$ cat src/rtl/countdown_pkg.sv
// Shared types and BCD helpers for the countdown sequencing controller.
package countdown_pkg;

  typedef enum logic [1:0] {
    IDLE  = 2'd0,
    RUN   = 2'd1,
    PAUSE = 2'd2,
    ALARM = 2'd3
  } cd_state_t;

  localparam logic [7:0] BCD_ZERO = 8'h00;

  // Two-digit BCD increment, 99 wraps to 00.
  function automatic logic [7:0] bcd_inc(input logic [7:0] value);
    logic [3:0] hi;
    logic [3:0] lo;
    hi = value[7:4];
    lo = value[3:0];
    if (lo >= 4'd9) begin
      lo = 4'd0;
      hi = (hi >= 4'd9) ? 4'd0 : hi + 4'd1;
    end else begin
      lo = lo + 4'd1;
    end
    return {hi, lo};
  endfunction

  // Two-digit BCD decrement, 00 wraps to 99.
  function automatic logic [7:0] bcd_dec(input logic [7:0] value);
    logic [3:0] hi;
    logic [3:0] lo;
    hi = value[7:4];
    lo = value[3:0];
    if (lo == 4'd0) begin
      lo = 4'd9;
      hi = (hi == 4'd0) ? 4'd9 : hi - 4'd1;
    end else begin
      lo = lo - 4'd1;
    end
    return {hi, lo};
  endfunction

endpackage

$ cat src/rtl/countdown_controller_prescaler.sv
// Free-running divider shared by the RUN cadence and the alarm timer.
module tick_prescaler #(
  parameter int TICK_DIV = 50_000_000
) (
  input  logic clock,
  input  logic reset,
  input  logic clr,
  input  logic en,
  output logic tick_o
);

  localparam int W = (TICK_DIV > 1) ? $clog2(TICK_DIV) : 1;
  localparam logic [W-1:0] LAST = W'(TICK_DIV - 1);

  logic [W-1:0] count;

  always_ff @(posedge clock) begin
    if (reset) begin
      count <= '0;
    end else if (clr) begin
      count <= '0;
    end else if (en) begin
      count <= (count == LAST) ? '0 : count + W'(1);
    end
  end

  // Flags the terminal count; the owner qualifies it with its own enable so the
  // decision to advance never loops back through this output.
  assign tick_o = (count == LAST);

endmodule

$ cat src/rtl/countdown_controller.sv
// Sequencing FSM for the two-digit BCD countdown: preset edit, run/pause, alarm.
module countdown_controller
  import countdown_pkg::*;
#(
  parameter int         TICK_DIV       = 50_000_000,
  parameter int         ALARM_SECS     = 5,
  parameter logic [7:0] PRESET_DEFAULT = 8'h15
) (
  input  logic       clock,
  input  logic       reset,
  input  logic       start_stop,
  input  logic       clear,
  input  logic       inc,
  input  logic       dec,
  input  logic       zero,
  output logic       tick,
  output logic       load,
  output logic [3:0] preset_h,
  output logic [3:0] preset_l,
  output logic       running,
  output logic       alarm,
  output logic [1:0] state
);

  localparam int SW = $clog2(ALARM_SECS + 1);
  localparam logic [SW-1:0] SECS_LAST = SW'(ALARM_SECS - 1);

  cd_state_t     state_q;
  cd_state_t     state_next;
  logic [7:0]    preset;
  logic [7:0]    preset_next;
  logic [SW-1:0] secs;
  logic [SW-1:0] secs_next;
  logic          load_next;
  logic          tick_next;
  logic          pre_clr;
  logic          pre_en;
  logic          pre_last;

  tick_prescaler #(
    .TICK_DIV(TICK_DIV)
  ) u_prescaler (
    .clock (clock),
    .reset (reset),
    .clr   (pre_clr),
    .en    (pre_en),
    .tick_o(pre_last)
  );

  // The prescaler only advances while the state is held, so the edge that
  // pauses the run also freezes the count at the value it had.
  always_comb begin
    state_next  = state_q;
    preset_next = preset;
    secs_next   = secs;
    load_next   = 1'b0;
    tick_next   = 1'b0;
    pre_clr     = 1'b0;
    pre_en      = 1'b0;
    case (state_q)
      IDLE: begin
        if (clear) begin
          load_next = 1'b1;
        end else if (start_stop && preset != BCD_ZERO) begin
          state_next = RUN;
          pre_clr    = 1'b1;
        end else if (inc ^ dec) begin
          preset_next = inc ? bcd_inc(preset) : bcd_dec(preset);
          load_next   = 1'b1;
        end
      end
      RUN: begin
        if (clear) begin
          state_next = IDLE;
          load_next  = 1'b1;
        end else if (zero) begin
          state_next = ALARM;
          pre_clr    = 1'b1;
          secs_next  = '0;
        end else if (start_stop) begin
          state_next = PAUSE;
        end else begin
          pre_en    = 1'b1;
          tick_next = pre_last;
        end
      end
      PAUSE: begin
        if (clear) begin
          state_next = IDLE;
          load_next  = 1'b1;
        end else if (start_stop) begin
          state_next = RUN;
        end
      end
      ALARM: begin
        if (clear || start_stop || (pre_last && secs == SECS_LAST)) begin
          state_next = IDLE;
          load_next  = 1'b1;
          secs_next  = '0;
        end else begin
          pre_en = 1'b1;
          if (pre_last) begin
            secs_next = secs + SW'(1);
          end
        end
      end
      default: begin
        state_next = IDLE;
      end
    endcase
  end

  always_ff @(posedge clock) begin
    if (reset) begin
      state_q <= IDLE;
      preset  <= PRESET_DEFAULT;
      secs    <= '0;
      tick    <= 1'b0;
      load    <= 1'b0;
      running <= 1'b0;
      alarm   <= 1'b0;
    end else begin
      state_q <= state_next;
      preset  <= preset_next;
      secs    <= secs_next;
      tick    <= tick_next;
      load    <= load_next;
      running <= (state_next == RUN);
      alarm   <= (state_next == ALARM);
    end
  end

  assign preset_h = preset[7:4];
  assign preset_l = preset[3:0];
  assign state    = state_q;

endmodule
$ cat config.mk
export PLATFORM = sky130hd
export DESIGN_NAME = countdown_controller
export DESIGN_NICKNAME = d
export VERILOG_FILES = /design/src/rtl/countdown_pkg.sv /design/src/rtl/countdown_controller_prescaler.sv /design/src/rtl/countdown_controller.sv
export SDC_FILE = /design/constraint.sdc
export NUM_CORES = 1
export LEC_CHECK = 0
export ABC_CLOCK_PERIOD_IN_PS = 2300
export CELL_PAD_IN_SITES_DETAIL_PLACEMENT = 0
export CELL_PAD_IN_SITES_GLOBAL_PLACEMENT = 1
export CORE_UTILIZATION = 43
export CTS_CLUSTER_DIAMETER = 60
export DETAILED_ROUTE_END_ITERATION = 10
export DONT_BUFFER_PORTS = 1
export PLACE_DENSITY_LB_ADDON = 0.1
export SYNTH_ARGS = -nofsm -noshare
export SYNTH_HDL_FRONTEND = slang
export SYNTH_SLANG_ARGS = --single-unit
$ cat constraint.sdc
create_clock -name clock -period 2.3 [get_ports clock]
set_input_delay 0.23 -clock clock [delete_from_list [all_inputs] [get_ports clock]]
set_output_delay 0.23 -clock clock [all_outputs]
set_load 0.1 [all_outputs]
Yosys cells after proc, flatten, opt, wreduce, memory -nomap -nowiden:

Index checks and enable logic that the tools add are counted.
Widths: inputs -> output; s select.

* flip-flop bits (word level): 43
* latch bits: 0
* RAM bits: 0
* memory bits (read-only): 0
* input port bits: 7
* output and inout bits: 14
* word-level logic and storage cells: 86
* memories kept: 0

* $add $sub $neg: 6
* multipliers: 0
* divide/modulo/power cells: 0
* $lt $le $gt $ge: 2
* equality and inequality tests: 11
* shifts and indexed selects: 0
* mux-type cells: 38
* bitwise logic cells: 4
* reductions and logical operators: 16

Operators by type and width (count)
* $add 26x1->26 const B: 1
* $eq 26x26->1 const B: 1
* $mux 26: 1
* $mux 4: 6
* $mux 2: 8
* $mux 1: 13
* $mux 3: 4
* $add 4x1->4 const B: 2
* $ge 4x4->1 const B: 2
* $logic_not 4->1: 2
* $mux 8: 1
* $pmux 2 s4: 1
* $reduce_and 4->1: 2
* $reduce_bool 8->1: 1
* $sub 4x1->4 const B: 2
* $eq 2x2->1 const B: 3
* $pmux 3 s2: 1
* $reduce_and 6->1: 1
* $reduce_or 5->1: 1
* $eq 2x1->1 const B: 2
* $ne 2x2->1 const B: 2
* $pmux 1 s2: 2
* $reduce_bool 2->1: 2
* $reduce_or 2->1: 2
* other kinds (10): 14

Depth between registers and ports, before layout:

Gate-level depths: netlist of the first run.

* word-level depth: 6
* gate-level depth with buffers: 8
* depth with buffers taken out: 7

Hierarchy:

Synthesis of the first run repeated with hierarchy kept, for this count alone.

* cell total of the unflattened synthesis: 327
* area, all modules: 2783.9 um^2

Modules (own cells, without submodules)
* tick_prescaler: instances 1, cells an instance 167, area an instance 1396.3 um^2, sequential area each 520.5 um^2
* countdown_controller: instances 1, cells an instance 160, area an instance 1387.6 um^2, sequential area each 340.3 um^2

Worst setup path before layout of the first run:

Ideal clock, no wire load.

* path type: register to register
* start: reg state_q[1], in the netlist state[1]
* end: reg u_prescaler.count[23]
* setup time: 0.116 ns
* data arrival time: 2.833 ns
* required time: 2.184 ns
* path slack: -0.648 ns
* cell stages (with the launch flop): 8
* buffers on the path: 1
* period minus slack after synthesis: 2.948 ns
* cells stage by stage: dfxtp_1 ha_1 or3b_2 buf_2 a2111oi_4 nand4_1 xor2_1 nor2_2

* word-level cells in the longest chain between the ends: 3
* elaborated cells between the ends (all ways): 6
* classes of those cells: 2 x eq/ne; 2 x mux; 2 x reduce/logical

RTL lines
* start: declaration: RTL line countdown_controller.sv:28 `cd_state_t state_q;`
* start signal: assignment: RTL line countdown_controller.sv:123 `state_q <= state_next;`
* $eq 2x1->1 or $logic_not 2->1 (tied branches): RTL line countdown_controller.sv:60 `case (state_q)`
* $pmux 1 s2: RTL line countdown_controller.sv:60
* $reduce_or 2->1 (no line)
* end signal: assignment: RTL line countdown_controller_prescaler.sv:23 `count <= (count == LAST) ? '0 : count + W'(1);`
* end: declaration: RTL line countdown_controller_prescaler.sv:15 `logic [W-1:0] count;`

Several ways; a longest one is shown, not always the timed one.
A chain may end at the register's enable or synchronous reset.

Worst setup path after layout of the first run:

* start: reg u_prescaler.count[1]
* end: reg running

* word-level cells in the longest chain between the ends: 6

RTL lines
* $eq 26x26->1: RTL line countdown_controller_prescaler.sv:29 `assign tick_o = (count == LAST);`
* $logic_and 1x1->1: RTL line countdown_controller.sv:96 `if (clear || start_stop || (pre_last && secs == SECS_LAST)) begin`
* $logic_or 1x1->1: RTL line countdown_controller.sv:96
* $mux 2: RTL line countdown_controller.sv:96
* $pmux 2 s4: RTL line countdown_controller.sv:60
* $eq 2x1->1: RTL line countdown_controller.sv:128 `running <= (state_next == RUN);`
* end signal: assignment: RTL line countdown_controller.sv:128
* end: declaration: RTL line countdown_controller.sv:20 `output logic running,`

No other way between the ends.

==> results of run 1 <==
## worst min-delay path by stage
stage	startpoint	endpoint	slack, ns	cells past startpoint
floorplan	reset	preset[2]$_SDFFE_PP1P_	0.32	1
global placement	reset	preset[5]$_SDFFE_PP0P_	0.30	1
detailed placement	reset	preset[5]$_SDFFE_PP0P_	0.30	1
CTS	reset	tick$_SDFF_PP0_	0.007	1
global route	reset	preset[7]$_SDFFE_PP0P_	0.01	1
finish	reset	preset[3]$_SDFFE_PP0P_	0.03	1
## final cells by class
class                      count  area [um2]
fill                         593        2800
multi-input combinational    254        1710
sequential                    43         877
timing repair buffer          34         260
tap                           75        93.8
clock buffer                   6        72.6
inverter                      18        67.6
clock inverter                 2        11.3
## power groups by stage
| stage | clock network (uW) | registers [uW] | logic, uW |
|---|---|---|---|
| after floorplan | 0 | 937 | 146 |
| after global placement | 0 | 801 | 357 |
| after detailed placement | 0 | 801 | 357 |
| after CTS | 500 | 784 | 362 |
| after global routing | 521 | 787 | 405 |
| final | 477 | 784 | 376 |
## cells by family after synthesis
group,Yosys count,share of synthesized area (%)
buffers and inverters,31,4.70
flip-flops,43,33.0
AND/OR/NAND/NOR,136,26.9
AO/OA/AOI/OAI,87,23.2
XOR/XNOR,18,6.04
adder cells (fa/ha/maj),13,6.23
## synthesized netlist by cell type (2+ instances only)
master	number
a211o_1	2
a211oi_1	5
a21boi_0	2
a21o_1	7
a21oi_1	21
a311oi_1	4
a31oi_1	4
a32oi_1	2
and3_1	7
buf_2	5
clkbuf_1	8
dfxtp_1	43
ha_1	13
inv_1	18
nand2_1	24
nand3_1	22
nand4_1	8
nor2_1	36
nor2_2	2
nor2b_1	4
nor3_1	10
nor3b_1	3
nor4_1	5
nor4b_1	2
o2111ai_1	2
o211ai_1	7
o21a_1	3
o21ai_0	14
o311ai_0	2
or3b_2	2
or4_1	3
xnor2_1	4
xor2_1	14
## state kept, by name, indices dropped and copies added (netlist names)
register           count
state                  2
running                1
u_prescaler.count     26
secs                   3
alarm                  1
tick                   1
preset                 8
load                   1
## timing repair
| item | CTS | global route |
|---|---|---|
| buffers inserted | 0 | 1 |
| hold buffers | 1 | 1 |
| endpoints found under the hold margin | 8 | 1 |
| resized for setup | 0 | 11 |
| endpoints found under the setup margin | 0 | 26 |
## worst max-delay path: cells and delay by family, from the launching register on
family          cells  cell delay, ns
simple gates        3            0.96
compound gates      2            0.55
fa+ha+maj           1            0.23
flops               1            0.38
## routing by layer
layer	vias to the layer above	wire, um
li1	1256	-
met1	1148	3400
met2	34	2760
met3	4	262
met4	0	38
met5	-	0
## metrics by stage
stage | instances | setup slack [ns] | utilization, % | power, uW
floorplan | 328 | -0.0509 | - | 1080
global placement | 421 | 0.0349 | 49.7 | 1160
detailed placement | 421 | 0.0407 | 49.7 | 1160
CTS | 430 | 0.000975 | 51.3 | 1650
global route | 432 | -0.0155 | 52.5 | 1710
finish | 432 | 0.106 | 52.5 | 1640
==> impl_metrics.toml, run 1 <==
[logic_synthesis]
async_reset_ff_share_pct = 0
syn_inst = 328
avgSynthCellArea_um2 = 7.96
synth_fp_nets = 348
yosysTopAreaCellShare_pct = 33.0
synth_edf_count = 0
ys_seq_elements = 43
yosys.area.top_type = "dfxtp_1"
synth.distinct_cells = 53
synth.area.top_cells = "dfxtp_1, ha_1, nor2_1"
syn_area_um2 = 2610
synth_ff_type = "dfxtp_1"
ys_seq_area_share_pct = 33.0
ys_warn_count = 0

[sta]
drv_slew = 0
maxSlewHeadroom_pct = 74.0
finalSetupTns_ns = 0
worst_slew_pin_slew_ns = 0.390
hold_violations = 0
max_freq_mhz = 456
worst_hold_slack_ns = 0.0291
finalSetupViolCount = 0
skew_ns = 0.0110
period_needed_ns = 2.19
post-route-period-util_pct = 95.4

[global_route]
grt_use_met2_pct = 32.2
grt_overflow = 0
met3_usage_pct = 6.06
track_usage_pct = 21.7
grt_pass1_wl_um = 10800
grt.busiest_layer = "met2"
grt_max_degree = 19
met1_usage_pct = 30.5
antenna_found_initial = 0
grt_pass1_vias = 2297

[setup_path]
critPathKind = "flop to flop"
cp_slowest_cell = "or4_4"
crit_path_start = "u_prescaler.count[1]$_SDFFE_PP0P_"
endpoint = "running$_SDFF_PP0_"
path_max_fanout = 5
r2r_slack_ns = 0.11
r2r_cells = 6
start_kind = "flop"
path_cells = "ha_2 > nand4_1 > or4_4 > o21a_2 > o31ai_4 > nor2b_1"
cp.arrival_ns = 2.43
critPathCaptureType = "flop"
timing.rr.end = "running$_SDFF_PP0_"
max_stage_delay_ns = 0.57
r2r_start = "u_prescaler.count[1]$_SDFFE_PP0P_"
worstPathRequired_ns = 2.54

[floorplan]
die_w_um = 79.9
io_pins = 21
start_util_pct = 44.4
die_h_um = 79.9
fp.dieArea_um2 = 6390
rows = 28
coreArea_um2 = 5890

[place]
place_congestion = 0.813
place.port_buffers = 0
placed_area_um2 = 2930
dp_hpwl_um = 4540

[route]
wl_per_cell_um = 14.9
via_per_inst = 5.65
via_count = 2442
drc = 0
postRouteAntennaNets = 0
dr.pass1.iters = 4
wl_um = 6460
initialDrtViolationCount = 108

[power_and_ir_drop]
switching_share_pct = 33.8
combPwrFrac_pct = 22.9
leakage_uw = 0.00108
power_frac_clock_pct = 29.2
p_per_area_nw_per_um2 = 530
netSwitchingPower_uw = 554
pwr-share-seq_pct = 47.9
ir_drop_mv = 0.427
p_int_uw = 1080

[layout]
nets = 376
antenna-diode-count = 0
syn_to_final_growth_pct = 18.4
finish.instance_area_um2 = 3090
drive_above_1_share_pct = 19.0
final_common_cell = "nor2_1"
final_cell_mix = "nor2_1, dfxtp_1, buf_4"

[cts]
numCtsBuffers = 5
clockBufferDepth = 2
path_clk_slew_ns = 0.08
clk_latency_ns = 0.31
cts_root_buf = "clkbuf_8"
htreeDepth = 2
clkSinkCount = 43
cts_tree = "done"

[flow_run]
maxCapViolCount = 0

[run_status]
status = "finished, final reports clean"

[worst_hold_path]
min_path_type = "primary input to flop"
No activity file was read; power rests on OpenSTA's default activity.
==> run 2: changes to the inputs <==
Settings changed: CELL_PAD_IN_SITES_DETAIL_PLACEMENT 0 to 2, CELL_PAD_IN_SITES_GLOBAL_PLACEMENT 1 to 2, CORE_UTILIZATION 43 to 35, SYNTH_HIERARCHICAL set to 1.
==> impl_metrics.toml, run 2 <==
[run_status]
status = "finished, violations left"
violations = "setup timing"

[sta]
worst_slew_pin_slew_ns = 0.581
drv_slew = 0
rsz0062_at_grt = "true"
post-route-period-util_pct = 106
max_freq_mhz = 412
fin_ws_ns = -0.127
worst_hold_slack_ns = 0.0373
period_needed_ns = 2.43
hold_violations = 0
finalSetupViolCount = 23
maxSlewHeadroom_pct = 61.3
skew_ns = 0.00808
finalSetupTns_ns = -1.15

[floorplan]
die_h_um = 91.2
start_util_pct = 36.0
die_w_um = 91.2
rows = 32
coreArea_um2 = 7730
io_pins = 21
fp.dieArea_um2 = 8310

[logic_synthesis]
avgSynthCellArea_um2 = 8.51
async_reset_ff_share_pct = 0
synth_most_common_cell = "dfxtp_1"
syn_area_um2 = 2780
yosys-top-cells-count = "dfxtp_1, nand2_1, nor2_1"
ys_seq_area_share_pct = 30.9
synth_edf_count = 0
yosys.area.top_type = "dfxtp_1"
ys_seq_elements = 43
synth.area.top_cells = "dfxtp_1, ha_1, a21oi_1"
yosysTopAreaCellShare_pct = 30.9
ys_warn_count = 6
synth.distinct_cells = 70
synth_ff_type = "dfxtp_1"
synth_fp_nets = 349
syn_inst = 327

[cts]
clockBufferDepth = 2
clkSinkCount = 43
cts_root_buf = "clkbuf_8"
cts_tree = "done"
path_clk_slew_ns = 0.09
numCtsBuffers = 5
htreeDepth = 2
clk_latency_ns = 0.30

[place]
placed_area_um2 = 3310
placed_cells = 468
dp_hpwl_um = 6500
place_congestion = 0.759
dp_slack_ns = -0.107
place.port_buffers = 0

[route]
dr.pass1.iters = 4
postRouteAntennaNets = 0
drc = 0
initialDrtViolationCount = 122
wl_per_cell_um = 22.4
wl_um = 11100
via_count = 2901
via_per_inst = 5.84

[layout]
antenna-diode-count = 0
largest-register = "u_prescaler/count"
reg_top3 = "u_prescaler/count x26, preset x8, secs x3"
fin_cells = 497
largest_reg_flops = 26
fillers = 849
final_cell_mix = "buf_4, dfxtp_1, nand2_1"
nets = 416
drive_above_1_share_pct = 39.2
final_common_cell = "buf_4"
finish.instance_area_um2 = 3810
syn_to_final_growth_pct = 36.9

[worst_hold_path]
min_path_type = "primary input to flop"

[global_route]
grt_pass1_wl_um = 15000
antenna_found_initial = 0
grt_overflow = 0
track_usage_pct = 22.5
grt_pass1_vias = 2918
grt_max_degree = 25

[power_and_ir_drop]
p_int_uw = 1060
power_frac_clock_pct = 32.4
ir_drop_mv = 0.293
p_per_area_nw_per_um2 = 407
combPwrFrac_pct = 18.6
switching_share_pct = 31.4
pwr-share-seq_pct = 49.0
leakage_uw = 0.00142
netSwitchingPower_uw = 487

[setup_path]
critPathKind = "flop to flop"
start_kind = "flop"
max_stage_delay_ns = 0.60
cp.arrival_ns = 2.66
critPathCaptureType = "flop"
worstPathRequired_ns = 2.53
path_cells = "and4_1 > nand4_1 > nor2_4 > a311oi_4 > nand2_2 > nand2_4 > buf_6 > nand4_1 > or4_4 > a21oi_2"
crit_path_frequent_cell = "nand4_1"
cp_slowest_cell = "or4_4"
path_max_fanout = 5

[flow_run]
maxCapViolCount = 0
==> run 2: stage by stage <==
step | util (%) | power (uW)
final | 49.3 | 1550
after global routing | 49.3 | 1610
after CTS | 44.9 | 1520
after detailed placement | 42.8 | 1020
after global placement | 42.8 | 1020
after floorplan | - | 972
==> run 2: worst max-delay path: cells and delay by family, from the launching register on <==
kind / cells / cell delay (ns)
AOI/OAI and AO/OA: 2 / 0.45
buffers and inverters: 1 / 0.09
DFF: 1 / 0.34
and+or+nand+nor: 7 / 1.49
==> run 2: final timing paths <==
kind                                 startpoint                            endpoint  slack (ns)  cells past startpoint
min reg2reg  u_prescaler/count[25]$_SDFFE_PP0P_  u_prescaler/count[25]$_SDFFE_PP0P_        0.48                      2
max          u_prescaler/count[14]$_SDFFE_PP0P_  u_prescaler/count[20]$_SDFFE_PP0P_       -0.13                     10
min                                       reset              preset[2]$_SDFFE_PP1P_        0.04                      1
max reg2reg  u_prescaler/count[14]$_SDFFE_PP0P_  u_prescaler/count[20]$_SDFFE_PP0P_       -0.13                     10
==> run 2: per-layer routing <==
layer	vias to the layer above	GRT usage (%)	routed length, um
met5	-	0	0
met4	0	5.03	240
met3	18	3.10	319
met2	50	37.6	5480
met1	1472	30.8	5110
li1	1361	-	-
==> run 2: layout make-up <==
cell class | count | area, um2 | share of cell area [%]
Multi-Input combinational cell | 250 | 2000 | 52.6
Inverter | 19 | 75.1 | 1.97
Tap cell | 102 | 128 | 3.35
Sequential cell | 43 | 897 | 23.5
Timing Repair Buffer | 75 | 624 | 16.4
Clock buffer | 7 | 76.3 | 2.00
Clock inverter | 1 | 5.00 | 0.131
==> run 2: logic make-up (layout without fill, tap and decap cells) <==
family,Yosys count,in the layout,share of synthesized area [%]
AOI/OAI and AO/OA,82,82,22.4
muxes,2,2,0.719
DFF,43,43,30.9
buffers and inverters,35,102,6.20
adders and majority gates,15,15,6.74
and+or+nand+nor,138,139,29.2
xor gates and xnor gates,12,12,3.78
==> run 2: power groups by stage <==
stage / clock network [uW] / logic, uW / registers (uW)
6_report: 503 / 289 / 759
5_1_grt: 548 / 304 / 761
4_1_cts: 507 / 249 / 761
3_5_place_dp: 0 / 242 / 779
3_3_place_gp: 0 / 238 / 778
2_1_floorplan: 0 / 116 / 856
==> run 2: repair_timing <==
item,CTS,global route
gates cloned,0,4
buffers inserted,4,13
endpoints found under the hold margin,9,0
setup endpoints to repair,21,25
pin swaps,6,21
hold buffers,1,0
gates resized for setup,9,37
==> run 3: changes to the inputs <==
Settings changed: CORE_MARGIN set to 8, HOLD_SLACK_MARGIN set to 0.15.
==> impl_metrics.toml, run 3 (synthesis results as in run 2) <==
[sta]
period_needed_ns = 2.31
fin_ws_ns = -0.00588
finalSetupTns_ns = -0.00588
max_freq_mhz = 434
skew_ns = 0.00851
maxSlewHeadroom_pct = 60.8
rsz0062_at_grt = "true"
finalSetupViolCount = 1
drv_slew = 0
hold_violations = 0
worst_slew_pin_slew_ns = 0.586
post-route-period-util_pct = 100

[route]
drc = 0
via_count = 2774
postRouteAntennaNets = 0
initialDrtViolationCount = 69
wl_per_cell_um = 20.4
dr.pass1.iters = 4
via_per_inst = 5.82
wl_um = 9750

[layout]
largest_reg_flops = 26
nets = 396
syn_to_final_growth_pct = 26.4
largest-register = "u_prescaler/count"
finish.instance_area_um2 = 3520
antenna-diode-count = 0
drive_above_1_share_pct = 31.7
final_cell_mix = "buf_4, dfxtp_1, nand2_1"
reg_top3 = "u_prescaler/count x26, preset x8, secs x3"
final_common_cell = "buf_4"
fillers = 847

[cts]
htreeDepth = 2
numCtsBuffers = 5
clk_latency_ns = 0.30
cts_tree = "done"
cts_root_buf = "clkbuf_8"
clkSinkCount = 43
clockBufferDepth = 2
path_clk_slew_ns = 0.09

[global_route]
track_usage_pct = 17.5
grt_overflow = 0
antenna_found_initial = 0
grt_pass1_vias = 3006
grt_max_degree = 25
grt_pass1_wl_um = 15900

[place]
dp_slack_ns = -0.156
place_congestion = 0.790
placed_area_um2 = 3280
place.port_buffers = 0
dp_hpwl_um = 7020

[setup_path]
r2r_slack_ns = -0.006
path_buf_inv = 0
cp.arrival_ns = 2.55
path_max_fanout = 6
critical_path.top_delay_family = "simple AND/OR/NAND/NOR gates"
r2r_start = "u_prescaler/count[19]$_SDFFE_PP0P_"
cp_slowest_cell = "or4_4"
max_stage_delay_ns = 0.49
timing.rr.end = "u_prescaler/count[15]$_SDFFE_PP0P_"
critPathCaptureType = "flop"
r2r_cells = 10
critPathKind = "flop to flop"
path_cells = "and4_4 > nand4_1 > nor2_4 > a311oi_4 > nand2_2 > nand2_2 > and3_4 > nand3_2 > or4_4 > a21oi_2"
crit_path_frequent_cell = "nand2_2"
worstPathRequired_ns = 2.54
start_kind = "flop"

[run_status]
status = "finished, violations left"
violations = "setup timing"

[floorplan]
die_h_um = 105
die_w_um = 105
start_util_pct = 36.0
fp.dieArea_um2 = 11100
coreArea_um2 = 7730
io_pins = 21
rows = 32

[worst_hold_path]
hold_depth = 2
min_to = "preset[7]$_SDFFE_PP0P_"
holdCritStartpoint = "inc"
min_path_type = "primary input to flop"

[flow_run]
maxCapViolCount = 0

[power_and_ir_drop]
ir_drop_mv = 0.210
p_per_area_nw_per_um2 = 429
leakage_uw = 0.00123
-- run 3: cell count changes in the layout (fill, tap and decap cells not counted), sizes merged --
cell and delta:
nand2 -1, buf -21, clkinvlp -1, clkinv +2, inv +1, dlygate4sd3 +4, clkbuf -4
-- run 3: stage by stage --
stage,hold WS (ns),util (%),std cells,total power (uW)
6_report,0.159,45.5,477,1510
5_1_grt,0.173,45.5,477,1580
4_1_cts,0.152,44.8,478,1530
3_5_place_dp,0.295,42.5,465,1020
3_3_place_gp,0.293,42.5,465,1020
2_1_floorplan,0.398,-,327,972
-- run 3: area by class of cell --
| type | instances | area, um2 | share of cell area [%] |
|---|---|---|---|
| repair buffers | 56 | 445 | 12.7 |
| inverters | 19 | 71.3 | 2.03 |
| well taps | 102 | 128 | 3.63 |
| flip-flops and latches | 43 | 896 | 25.5 |
| clock buffers | 5 | 68.8 | 1.96 |
| clock inverters | 3 | 15.0 | 0.427 |
| multi-input cells | 249 | 1900 | 53.9 |
-- run 3: worst reg2reg max path, delay by kind of cell (launching register included) --
kind	cells	cell delay, ns
AOI/OAI and AO/OA	2	0.42
and+or+nand+nor	8	1.46
DFF	1	0.38
-- run 3: layer usage --
metal | global-route usage, % | up-vias | routed length [um]
met4 | 4.49 | 0 | 115
met3 | 2.46 | 10 | 202
met5 | 0 | - | 0
met1 | 22.4 | 1408 | 4540
met2 | 30.1 | 33 | 4900
li1 | - | 1323 | -
-- run 3: worst max-delay path by stage --
stage                                    endpoint  slack [ns]                          startpoint  cells after the start
2_1_floorplan  u_prescaler/count[19]$_SDFFE_PP0P_       -0.22   u_prescaler/count[2]$_SDFFE_PP0P_                     14
3_3_place_gp   u_prescaler/count[16]$_SDFFE_PP0P_       -0.06  u_prescaler/count[23]$_SDFFE_PP0P_                     12
3_5_place_dp    u_prescaler/count[9]$_SDFFE_PP0P_       -0.16  u_prescaler/count[19]$_SDFFE_PP0P_                     11
4_1_cts        u_prescaler/count[25]$_SDFFE_PP0P_       0.005  u_prescaler/count[19]$_SDFFE_PP0P_                     10
5_1_grt        u_prescaler/count[25]$_SDFFE_PP0P_       -0.11  u_prescaler/count[19]$_SDFFE_PP0P_                     10
6_report       u_prescaler/count[15]$_SDFFE_PP0P_      -0.006  u_prescaler/count[19]$_SDFFE_PP0P_                     10
-- run 3: timing repair --
item	in CTS	in global routing
setup buffers	0	0
hold endpoints to repair	13	0
setup endpoints to repair	21	24
gates resized for setup	9	15
cloned	0	0
pin swaps	3	6
hold buffers	5	0
-- run 3: where the power goes --
part | switching [uW] | internal (uW) | leakage [uW] | total [uW]
combinational | 180 | 81.2 | 0.000829 | 261
sequential | 11.1 | 750 | 0.000354 | 761
clock | 278 | 209 | 0.0000477 | 486
